<file path="src/rtl/uart_byte_rx.sv">
// 8N1 UART receiver: synchronised rx, half-bit start qualification,
// mid-bit sampling, one-cycle dv / frame_err strobes.
module uart_byte_rx #(
    parameter int CLK_FREQ = 50000000,
    parameter int BAUD     = 9600
) (
    input  logic       clk,
    input  logic       rst,
    input  logic       rx,
    output logic       dv,
    output logic [7:0] data,
    output logic       frame_err,
    output logic       busy
);

    localparam int BAUD_DIV = CLK_FREQ / BAUD;
    localparam int HALF_DIV = BAUD_DIV / 2;

    localparam logic [15:0] BAUD_LAST = 16'(BAUD_DIV - 1);
    localparam logic [15:0] HALF_LAST = 16'(HALF_DIV - 1);

    generate
        if (BAUD_DIV < 4) begin : g_bad_div
            $error("uart_byte_rx: CLK_FREQ/BAUD must be at least 4");
        end
    endgenerate

    typedef enum logic [1:0] {
        IDLE,
        START,
        DATA,
        STOP
    } state_t;

    state_t      state_q, state_d;
    logic [15:0] cnt_q, cnt_d;
    logic [2:0]  idx_q, idx_d;
    logic [7:0]  shift_q, shift_d;
    logic [7:0]  data_q, data_d;
    logic        dv_q, dv_d;
    logic        ferr_q, ferr_d;

    logic        rx_m_q;
    logic        rx_s_q;
    logic        rx_d_q;

    logic        bit_done;
    logic        half_done;
    logic        fall;

    // Two-flop synchroniser plus one history flop for edge detection.
    always_ff @(posedge clk) begin
        if (rst) begin
            rx_m_q <= 1'b1;
            rx_s_q <= 1'b1;
            rx_d_q <= 1'b1;
        end else begin
            rx_m_q <= rx;
            rx_s_q <= rx_m_q;
            rx_d_q <= rx_s_q;
        end
    end

    assign bit_done  = (cnt_q == BAUD_LAST);
    assign half_done = (cnt_q == HALF_LAST);
    assign fall      = rx_d_q & ~rx_s_q;

    always_comb begin
        state_d = state_q;
        cnt_d   = cnt_q;
        idx_d   = idx_q;
        shift_d = shift_q;
        data_d  = data_q;
        dv_d    = 1'b0;
        ferr_d  = 1'b0;

        unique case (state_q)
            IDLE: begin
                if (fall) begin
                    state_d = START;
                    cnt_d   = '0;
                end
            end

            START: begin
                if (half_done) begin
                    cnt_d = '0;
                    idx_d = '0;
                    // A line already high again at mid start bit is a glitch.
                    state_d = rx_s_q ? IDLE : DATA;
                end else begin
                    cnt_d = cnt_q + 16'd1;
                end
            end

            DATA: begin
                if (bit_done) begin
                    cnt_d   = '0;
                    shift_d = {rx_s_q, shift_q[7:1]};
                    idx_d   = idx_q + 3'd1;
                    if (idx_q == 3'd7) begin
                        state_d = STOP;
                    end
                end else begin
                    cnt_d = cnt_q + 16'd1;
                end
            end

            STOP: begin
                if (bit_done) begin
                    cnt_d   = '0;
                    state_d = IDLE;
                    if (rx_s_q) begin
                        data_d = shift_q;
                        dv_d   = 1'b1;
                    end else begin
                        ferr_d = 1'b1;
                    end
                end else begin
                    cnt_d = cnt_q + 16'd1;
                end
            end

            default: begin
                state_d = IDLE;
                cnt_d   = '0;
            end
        endcase
    end

    always_ff @(posedge clk) begin
        if (rst) begin
            state_q <= IDLE;
            cnt_q   <= '0;
            idx_q   <= '0;
            shift_q <= '0;
            data_q  <= '0;
            dv_q    <= 1'b0;
            ferr_q  <= 1'b0;
        end else begin
            state_q <= state_d;
            cnt_q   <= cnt_d;
            idx_q   <= idx_d;
            shift_q <= shift_d;
            data_q  <= data_d;
            dv_q    <= dv_d;
            ferr_q  <= ferr_d;
        end
    end

    assign dv        = dv_q;
    assign frame_err = ferr_q;
    assign data      = data_q;
    assign busy      = (state_q != IDLE);

    a_strobe_excl : assert property (
        @(posedge clk) disable iff (rst) !(dv_q && ferr_q)
    );

    a_cnt_range : assert property (
        @(posedge clk) disable iff (rst) (cnt_q <= BAUD_LAST)
    );

endmodule

</file>
<file path="config.mk">
export PLATFORM = sky130hd
export DESIGN_NAME = uart_byte_rx
export DESIGN_NICKNAME = d
export VERILOG_FILES = /design/src/rtl/uart_byte_rx.sv
export SDC_FILE = /design/constraint.sdc
export NUM_CORES = 1
export LEC_CHECK = 0
export ABC_AREA = 0
export CAP_MARGIN = 20
export CELL_PAD_IN_SITES_DETAIL_PLACEMENT = 1
export CELL_PAD_IN_SITES_GLOBAL_PLACEMENT = 2
export CORE_ASPECT_RATIO = 2
export CORE_UTILIZATION = 38
export DETAILED_ROUTE_END_ITERATION = 8
export GPL_ROUTABILITY_DRIVEN = 0
export PLACE_DENSITY_LB_ADDON = 0.1
export SYNTH_ARGS = -nofsm -noshare
export SYNTH_HDL_FRONTEND = slang
export SYNTH_SLANG_ARGS = --single-unit
</file>
<file path="constraint.sdc">
create_clock -name clk -period 5.8 [get_ports clk]
set_clock_uncertainty 0.15 [all_clocks]
set_input_delay 1.16 -clock clk [delete_from_list [all_inputs] [get_ports clk]]
set_output_delay 1.16 -clock clk [all_outputs]
set_load 0.02 [all_outputs]
</file>
==> impl_metrics.tcl, run 1 <==
set metrics [dict create \
    fin_setup_tns_ns 0 \
    final_area_um2 2240 \
    rrSetupSlack_ns 2.76 \
    fin_ws_ns 2.76 \
    antenna_left 0 \
    placementRows 36 \
    finalSetupViolations 0 \
    endpoint_kind "register" \
    ys_warn_count 0 \
    area_growth_pct 15.2 \
    wl_per_cell_um 17.0 \
    timing.final.hold_violations 0 \
    highest_layer "met4" \
    slew_viol_final 0 \
    hold_class "register to register" \
    synth_area_per_cell_um2 8.97 \
    cp-startpoint "cnt_q[0]$_SDFFE_PP0P_" \
    port_buffers 13 \
    reg2reg_depth 6 \
    hpwl_um 3630 \
    slew_headroom_pct 33.6 \
    met1_length_um 1790 \
    core_um2 4910 \
    fin_crit_ns 3.04 \
    outcome "finished clean" \
    rsz0062_at_grt "false" \
    syn_nets 223 \
    tightest_slew_ns 0.987 \
    r2r-start "cnt_q[0]$_SDFFE_PP0P_" \
    syn_area_um2 1950 \
    synthFlopType "dfxtp_1" \
    grt_max_degree 33 \
    maxCapViolCount 0 \
    overflow 0 \
    path_class "register to register" \
    drt-vias-per-instance 5.76 \
    cts_hold_buf 0 \
    antenna_found_initial 0 \
    clkTransAtPathRegs_ns 0.08 \
    post-cts-setup-buffers 0 \
    clk_latency_ns 0.30 \
    post-place-ws_ns 2.77 \
    cts_resized 0 \
    worstPathArrival_ns 3.07 \
    die_y_um 103 \
    power.density_nw_per_um2 270 \
    hold_depth 1 \
    io_pins 14 \
    path_max_fanout 9 \
    setup.worst_path.end "data[0]$_SDFFE_PP0P_" \
    wl_met2_um 2770 \
    cts-root-buf "clkbuf_8" \
    finalPower_uw 606 \
    cts_tree "built" \
    synth-seq-cells 42 \
    start_kind "register" \
    drive_above_1_share_pct 9.69 \
    drt-initial-drc-count 23 \
    dpl-instance-area_um2 2100 \
    vias 1636 \
    post-route-period-util_pct 52.4 \
    clock_path_buffers 2 \
    cts_buffers 5 \
    leakage_nw 0.819 \
    wl_um 4830 \
    seq_area_frac_synth_pct 43.2 \
    grt_usage_pct 20.3 \
    nets 232 \
    async_reset_ff_share_pct 0 \
    grt_pass1_vias 1733 \
    die_w_um 52.6 \
    cts.sinks 42 \
    drt-pass1-iter-count 4 \
    drc_errors 0 \
    initial_core_util_pct 39.6 \
    fmax_mhz 329 \
    cts_max_level 2 \
    syn-instance-count 217 \
    dieArea_um2 5430 \
    grt_pass1_wl_um 8190 \
    synth_cell_types 46 \
    vdd_drop_max_v 0.000189 \
    crit_required_ns 5.83 \
    synth_edf_count 0 \
    wl_met3_um 113 \
    diodes 0 \
    r2r-end "data[0]$_SDFFE_PP0P_" \
]
-- Yosys cell counts (3+ instances only) --
master     n  area [um^2]
a21oi_1   14         70.1
clkbuf_1  10         37.5
ha_1       3         37.5
mux2i_1   17          170
nor2_1    26         97.6
inv_1      4         15.0
nand2b_1   6         37.5
nand4_1    4         25.0
o21ai_0    5         25.0
or2_2      4         25.0
a31oi_1    5         31.3
nand3b_1   5         37.5
and3_1     4         25.0
nand3_1   14         70.1
nor3_1     4         20.0
dfxtp_1   42          841
nand2_1   14         52.6
-- stage by stage --
stage	util, %	cells	hold slack (ns)
3_5_place_dp	42.9	276	0.253
2_1_floorplan	-	217	0.239
6_report	45.7	284	0.270
3_3_place_gp	42.9	276	0.249
4_1_cts	45.7	284	0.275
5_1_grt	45.7	284	0.283
-- critical path, stage by stage (launching register included) --
cell and delay (ns):
dfxtp_1 0.45, ha_1 0.28, or4bb_1 0.56, nor4_2 0.42, nand4_1 0.63, mux2i_1 0.35, nor2_1 0.08
-- cell usage in the layout, fill, tap and decap left out, drive strengths merged, types with 2 or more instances in the layout --
cell type      netlist  final
dfxtp               42     42
nor2                26     26
mux2i               17     17
nand2               14     14
a21oi               14     14
nand3               14     14
clkdlybuf4s50        0     13
nand2b               6      6
nand3b               5      5
o21ai                5      5
a31oi                5      5
clkbuf              10      5
inv                  4      4
or2                  4      4
nor3                 4      4
nand4                4      4
and3                 4      4
or4                  4      4
nor4                 4      4
ha                   3      3
or4bb                2      2
o21a                 2      2
nor2b                2      2
or3                  2      2
bufinv               0      2
buf                  3      2
-- metal layers --
layer,vias to the layer above,GRT usage (%)
met5,-,0
met4,0,9.51
met3,13,3.65
met2,26,38.6
met1,798,20.2
li1,799,-
-- how the worst min path moves through the flow --
stage | slack [ns] | to | startpoint
final | 0.27 | rx_s_q$_SDFF_PP1_ | rx_m_q$_SDFF_PP1_
after detailed placement | 0.25 | rx_s_q$_SDFF_PP1_ | rx_m_q$_SDFF_PP1_
after global placement | 0.25 | rx_s_q$_SDFF_PP1_ | rx_m_q$_SDFF_PP1_
after CTS | 0.27 | rx_s_q$_SDFF_PP1_ | rx_m_q$_SDFF_PP1_
after global routing | 0.28 | rx_s_q$_SDFF_PP1_ | rx_m_q$_SDFF_PP1_
after floorplan | 0.24 | rx_s_q$_SDFF_PP1_ | rx_m_q$_SDFF_PP1_
-- report_power, final --
part           total, mW  switching (mW)  leakage [nW]  internal (mW)
Clock              0.283           0.111        0.0683          0.173
Sequential         0.294         0.00377         0.339          0.290
Combinational     0.0289          0.0187         0.412         0.0102
Total              0.606           0.133         0.819          0.473
-- registers in the layout, indices dropped and copies added, names as in the netlist, named ones only --
name       flops
cnt_q         16
data           8
dv             1
frame_err      1
idx_q          3
rx_d_q         1
rx_m_q         1
rx_s_q         1
shift_q        8
state_q        1
-- cell type report --
| cell class | count | area, um^2 |
|---|---|---|
| multi-input cells | 158 | 1030 |
| well taps | 57 | 71.3 |
| inverters | 4 | 15.0 |
| flip-flops and latches | 42 | 841 |
| clock inverters | 3 | 68.8 |
| clock buffers | 5 | 68.8 |
| repair buffers | 15 | 145 |
| fillers | 587 | 2670 |
-- cell families after synthesis --
kind of cell / Yosys count / synth area share, %
mux: 17 / 8.75
flops: 42 / 43.2
simple gates: 101 / 30.0
buf+inv: 17 / 3.73
compound gates: 37 / 12.4
fa+ha+maj: 3 / 1.93
(Power assumes the default switching activity.)
==> run 2: changes to the inputs <==
- CORE_UTILIZATION: 38 -> 32
- clock period: 5.8 -> 2.6 ns (I/O delays scaled with it)
==> run 2 against run 1 <==
First-iteration DRC count up 130%; highest routed layer unchanged; via count grew 4.4%; core utilization decreased by 3.0 points; critical endpoint is now idx_q[2]$_SDFFE_PP0P_.
==> impl_metrics.tcl, run 2 (synthesized netlist as in run 1, its figures left out) <==
set metrics [dict create \
    outcome "finished clean" \
    grt_max_degree 34 \
    post-place-ws_ns 0.0134 \
    vdd_drop_max_v 0.000380 \
    grt_usage_pct 18.0 \
    antenna_found_initial 0 \
    dieArea_um2 6410 \
    area_growth_pct 27.3 \
    path_class "register to register" \
    fill_cells 695 \
    wl_um 5370 \
    port_buffers 13 \
    mostFrequentLayoutCell "dfxtp_1" \
    initial_core_util_pct 33.5 \
    fin_crit_ns 2.54 \
    drt-vias-per-instance 5.47 \
    cp.buffers_inverters 2 \
    cp_num_cells 8 \
    cts_buffers 5 \
    dpl.cell_count 302 \
    grt_pass1_vias 1831 \
    diodes 0 \
    grt_pass1_wl_um 8760 \
    fin_setup_tns_ns 0 \
    hold_depth 1 \
    largest_reg_flops 16 \
    timing.final.hold_violations 0 \
    fmax_mhz 393 \
    stdcell_count 312 \
    clkTransAtPathRegs_ns 0.06 \
    io_pins 14 \
    start_kind "register" \
    slew_headroom_pct 52.6 \
    endpoint_kind "register" \
    reg2reg_depth 8 \
    cts-root-buf "clkbuf_16" \
    clk_latency_ns 0.28 \
    worstPathArrival_ns 2.55 \
    drt-initial-drc-count 53 \
    path_max_fanout 5 \
    power.density_nw_per_um2 552 \
    finalSetupViolations 0 \
    cts.sinks 42 \
    final_cell_mix "dfxtp_1, nor2_1, buf_4" \
    hpwl_um 4060 \
    hold_class "register to register" \
    drc_errors 0 \
    vias 1708 \
    clock_path_buffers 2 \
    hold_ws_ns 0.265 \
    fin_ws_ns 0.0583 \
    die_w_um 57.1 \
    maxCapViolCount 0 \
    top_register "cnt_q" \
    cpPeakStageDelay_ns 0.58 \
    cts_max_level 2 \
    cts_tree "built" \
    cp_top_family "simple AND/OR/NAND/NOR gates" \
    tightest_slew_ns 0.711 \
    wl_per_cell_um 17.2 \
    worstPathCellList "ha_4 > or4bb_4 > or4_4 > nor3b_4 > buf_4 > buf_6 > nand3b_1 > a21oi_1" \
    leakage_nw 0.955 \
    slowest_stage "or4_4" \
    fin_util_pct 42.6 \
    drive_above_1_share_pct 20.3 \
    post-route-period-util_pct 97.8 \
    nets 256 \
    die_y_um 112 \
    crit_required_ns 2.61 \
    slew_viol_final 0 \
    core_um2 5810 \
    drt-pass1-iter-count 4 \
    placementRows 39 \
    overflow 0 \
    antenna_left 0 \
]
[run 2: metal layers]
layer | GRT usage (%) | vias up | wire, um
met5 | 0 | - | 0
li1 | - | 851 | -
met2 | 34.2 | 26 | 3130
met1 | 17.2 | 821 | 1910
met3 | 3.11 | 10 | 137
met4 | 10.4 | 0 | 192
[run 2: what timing repair did]
action,4_1_cts,5_1_grt
buffers inserted,0,1
hold buffers,0,0
gates resized for setup,0,11
endpoints found under the setup margin,0,11
[run 2: final cells by class]
cell class	instances	area, um^2	area share, %
clock buffer	7	143	5.76
multi-input combinational	158	1060	42.6
clock inverter	1	5.00	0.202
sequential	42	845	34.1
timing repair buffer	39	337	13.6
inverter	4	15.0	0.606
tap	61	76.3	3.08
[run 2: final timing paths]
| check | from | to | slack (ns) |
|---|---|---|---|
| setup / recovery | cnt_q[0]$_SDFFE_PP0P_ | idx_q[2]$_SDFFE_PP0P_ | 0.06 |
| hold / removal | rx_m_q$_SDFF_PP1_ | rx_s_q$_SDFF_PP1_ | 0.26 |
| setup reg to reg | cnt_q[0]$_SDFFE_PP0P_ | idx_q[2]$_SDFFE_PP0P_ | 0.06 |
| hold reg to reg | rx_m_q$_SDFF_PP1_ | rx_s_q$_SDFF_PP1_ | 0.26 |
[run 2: where the power goes]
part	internal (mW)	total [mW]	switching [mW]
combinational	0.0334	0.0846	0.0512
sequential	0.649	0.653	0.00400
clock	0.381	0.629	0.248
total	1.06	1.37	0.303
[run 2: metrics by stage]
step / power, mW / instance area [um^2]
after floorplan: 0.713 / 1950
after global placement: 0.748 / 2270
after detailed placement: 0.750 / 2270
after CTS: 1.39 / 2420
after global routing: 1.42 / 2480
final: 1.37 / 2480
==> run 3: changes to the inputs <==
- CORE_UTILIZATION: 32 -> 36
- clock period: 2.6 -> 2.4 ns (I/O delays scaled with it)
==> run 3 against run 2 <==
The run now ends with setup timing left; non-clock buffer count increased by 4; highest routed layer unchanged; cell area is 0.30% higher; final cell count grew 0.32%; flip-flop and latch count unchanged; setup slack lost 0.075 ns; sequential share of layout area increased by 0.20 points; sequential power up 8.6%; critical endpoint is now shift_q[0]$_SDFFE_PP0P_; critical path type unchanged; clock power fell by 8.6%; via count increased by 2.1%; die area fell by 11%.
==> impl_metrics.tcl, run 3 (synthesized netlist as in run 1, its figures left out) <==
set metrics [dict create \
    cts.sinks 42 \
    finalSetupViolations 1 \
    area_growth_pct 27.7 \
    port_buffers 13 \
    slew_viol_final 0 \
    endpoint_kind "register" \
    drive_above_1_share_pct 22.0 \
    fin_ws_ns -0.0172 \
    tightest_slew_ns 0.862 \
    top_register "cnt_q" \
    cts_tree "built" \
    clkTransAtPathRegs_ns 0.08 \
    hold_class "register to register" \
    grt_max_degree 29 \
    setup.worst_path.end "shift_q[0]$_SDFFE_PP0P_" \
    grt_usage_pct 21.9 \
    slowest_stage "or4_4" \
    cts_hold_buf 0 \
    placementRows 37 \
    drt-vias-per-instance 5.57 \
    cts-root-buf "clkbuf_8" \
    initial_core_util_pct 37.5 \
    clk_latency_ns 0.28 \
    timing.final.hold_violations 0 \
    worstPathCellList "or4_4 > or4_4 > nor3b_4 > buf_12 > mux2i_1 > nor2_1" \
    dieArea_um2 5720 \
    wl_um 5490 \
    drt-pass1-iter-count 4 \
    leakage_nw 0.966 \
    post-place-ws_ns -0.0709 \
    fmax_mhz 414 \
    vdd_drop_max_v 0.000458 \
    final_area_um2 2480 \
    largest_reg_flops 16 \
    cp-startpoint "cnt_q[7]$_SDFFE_PP0P_" \
    outcome "finished with violations" \
    crit_required_ns 2.42 \
    clock_path_buffers 2 \
    wl_per_cell_um 17.5 \
    die_w_um 54.0 \
    drt-initial-drc-count 24 \
    violations "setup timing" \
    slew_headroom_pct 42.5 \
    path_class "register to register" \
    worstPathArrival_ns 2.43 \
    vias 1744 \
    diodes 0 \
    rrSetupSlack_ns -0.02 \
    cts_max_level 2 \
    r2r-end "shift_q[0]$_SDFFE_PP0P_" \
    rsz0062_at_grt "true" \
    reg2reg_depth 6 \
    post-route-period-util_pct 101 \
    die_y_um 106 \
    grt_pass1_vias 2006 \
    dpl-instance-area_um2 2360 \
    io_pins 14 \
    nets 260 \
    overflow 0 \
    final_cell_mix "dfxtp_1, buf_4, nor2_1" \
    power.density_nw_per_um2 553 \
    hpwl_um 4450 \
    path_common_cell "or4_4" \
    cpPeakStageDelay_ns 0.60 \
    grt_pass1_wl_um 9260 \
    path_max_fanout 14 \
    r2r-start "cnt_q[7]$_SDFFE_PP0P_" \
    post-cts-setup-buffers 0 \
    fin_crit_ns 2.42 \
    maxCapViolCount 0 \
    drc_errors 0 \
    start_kind "register" \
    cts_buffers 5 \
    antenna_found_initial 0 \
    core_um2 5180 \
    antenna_left 0 \
    mostFrequentLayoutCell "dfxtp_1" \
]
-- run 3: cell types whose count changed in the layout (fill, tap and decap cells not counted), moves of 2 or more --
cell | before | now
clkbuf_16 | 5 | 0
dfxtp_1 | 39 | 37
buf_4 | 23 | 28
buf_6 | 3 | 1
clkbuf_8 | 1 | 6
dfxtp_4 | 0 | 2
-- run 3: area by class of cell --
class                   instances  area (um^2)
clock buffers                   7         86.3
fillers                       619         2700
repair buffers                 43          372
well taps                      58         72.6
clock inverters                 1         30.0
inverters                       4         15.0
flip-flops and latches         42          852
multi-input cells             158         1060
-- run 3: metal layers --
layer / vias up / track usage [%] / wire length [um]
li1: 853 / - / -
met1: 858 / 19.3 / 1830
met2: 21 / 44.7 / 3440
met3: 12 / 3.00 / 71
met4: 0 / 7.88 / 144
met5: - / 0 / 0
-- run 3: stage by stage --
stage | instances | utilization (%) | total power, mW | setup TNS (ns) | hold WS, ns
2_1_floorplan | 217 | - | 0.774 | -0.0987 | 0.239
3_3_place_gp | 305 | 45.5 | 0.810 | -0.000373 | 0.248
3_5_place_dp | 305 | 45.5 | 0.815 | -0.661 | 0.262
4_1_cts | 313 | 47.8 | 1.40 | -0.0524 | 0.285
5_1_grt | 313 | 47.9 | 1.43 | -1.21 | 0.293
6_report | 313 | 47.9 | 1.37 | -0.0172 | 0.273
-- run 3: worst min-delay path by stage --
| stage | startpoint | end | cells past startpoint |
|---|---|---|---|
| floorplan | rx_m_q$_SDFF_PP1_ | rx_s_q$_SDFF_PP1_ | 1 |
| detailed placement | rx_m_q$_SDFF_PP1_ | rx_s_q$_SDFF_PP1_ | 1 |
| CTS | rx_m_q$_SDFF_PP1_ | rx_s_q$_SDFF_PP1_ | 1 |
| global route | rx_m_q$_SDFF_PP1_ | rx_s_q$_SDFF_PP1_ | 1 |
| global placement | rx_m_q$_SDFF_PP1_ | rx_s_q$_SDFF_PP1_ | 1 |
| finish | rx_m_q$_SDFF_PP1_ | rx_s_q$_SDFF_PP1_ | 1 |
-- run 3: power breakdown --
group	leakage (nW)	switching [mW]	internal (mW)
registers	0.342	0.00788	0.701
clock network	0.0585	0.236	0.339
logic	0.566	0.0542	0.0352
total	0.966	0.298	1.08
-- run 3: critical path, delay by kind of cell, from the launching register on --
kind	cells	cell delay (ns)
and+or+nand+nor	4	1.46
DFF	1	0.32
buffers and inverters	1	0.17
muxes	1	0.20
-- run 3: timing repair --
item | CTS | global route
pin swaps | 2 | 0
gates resized for setup | 2 | 2
gates cloned | 0 | 0
hold endpoints to repair | 0 | 0
setup endpoints to repair | 15 | 24
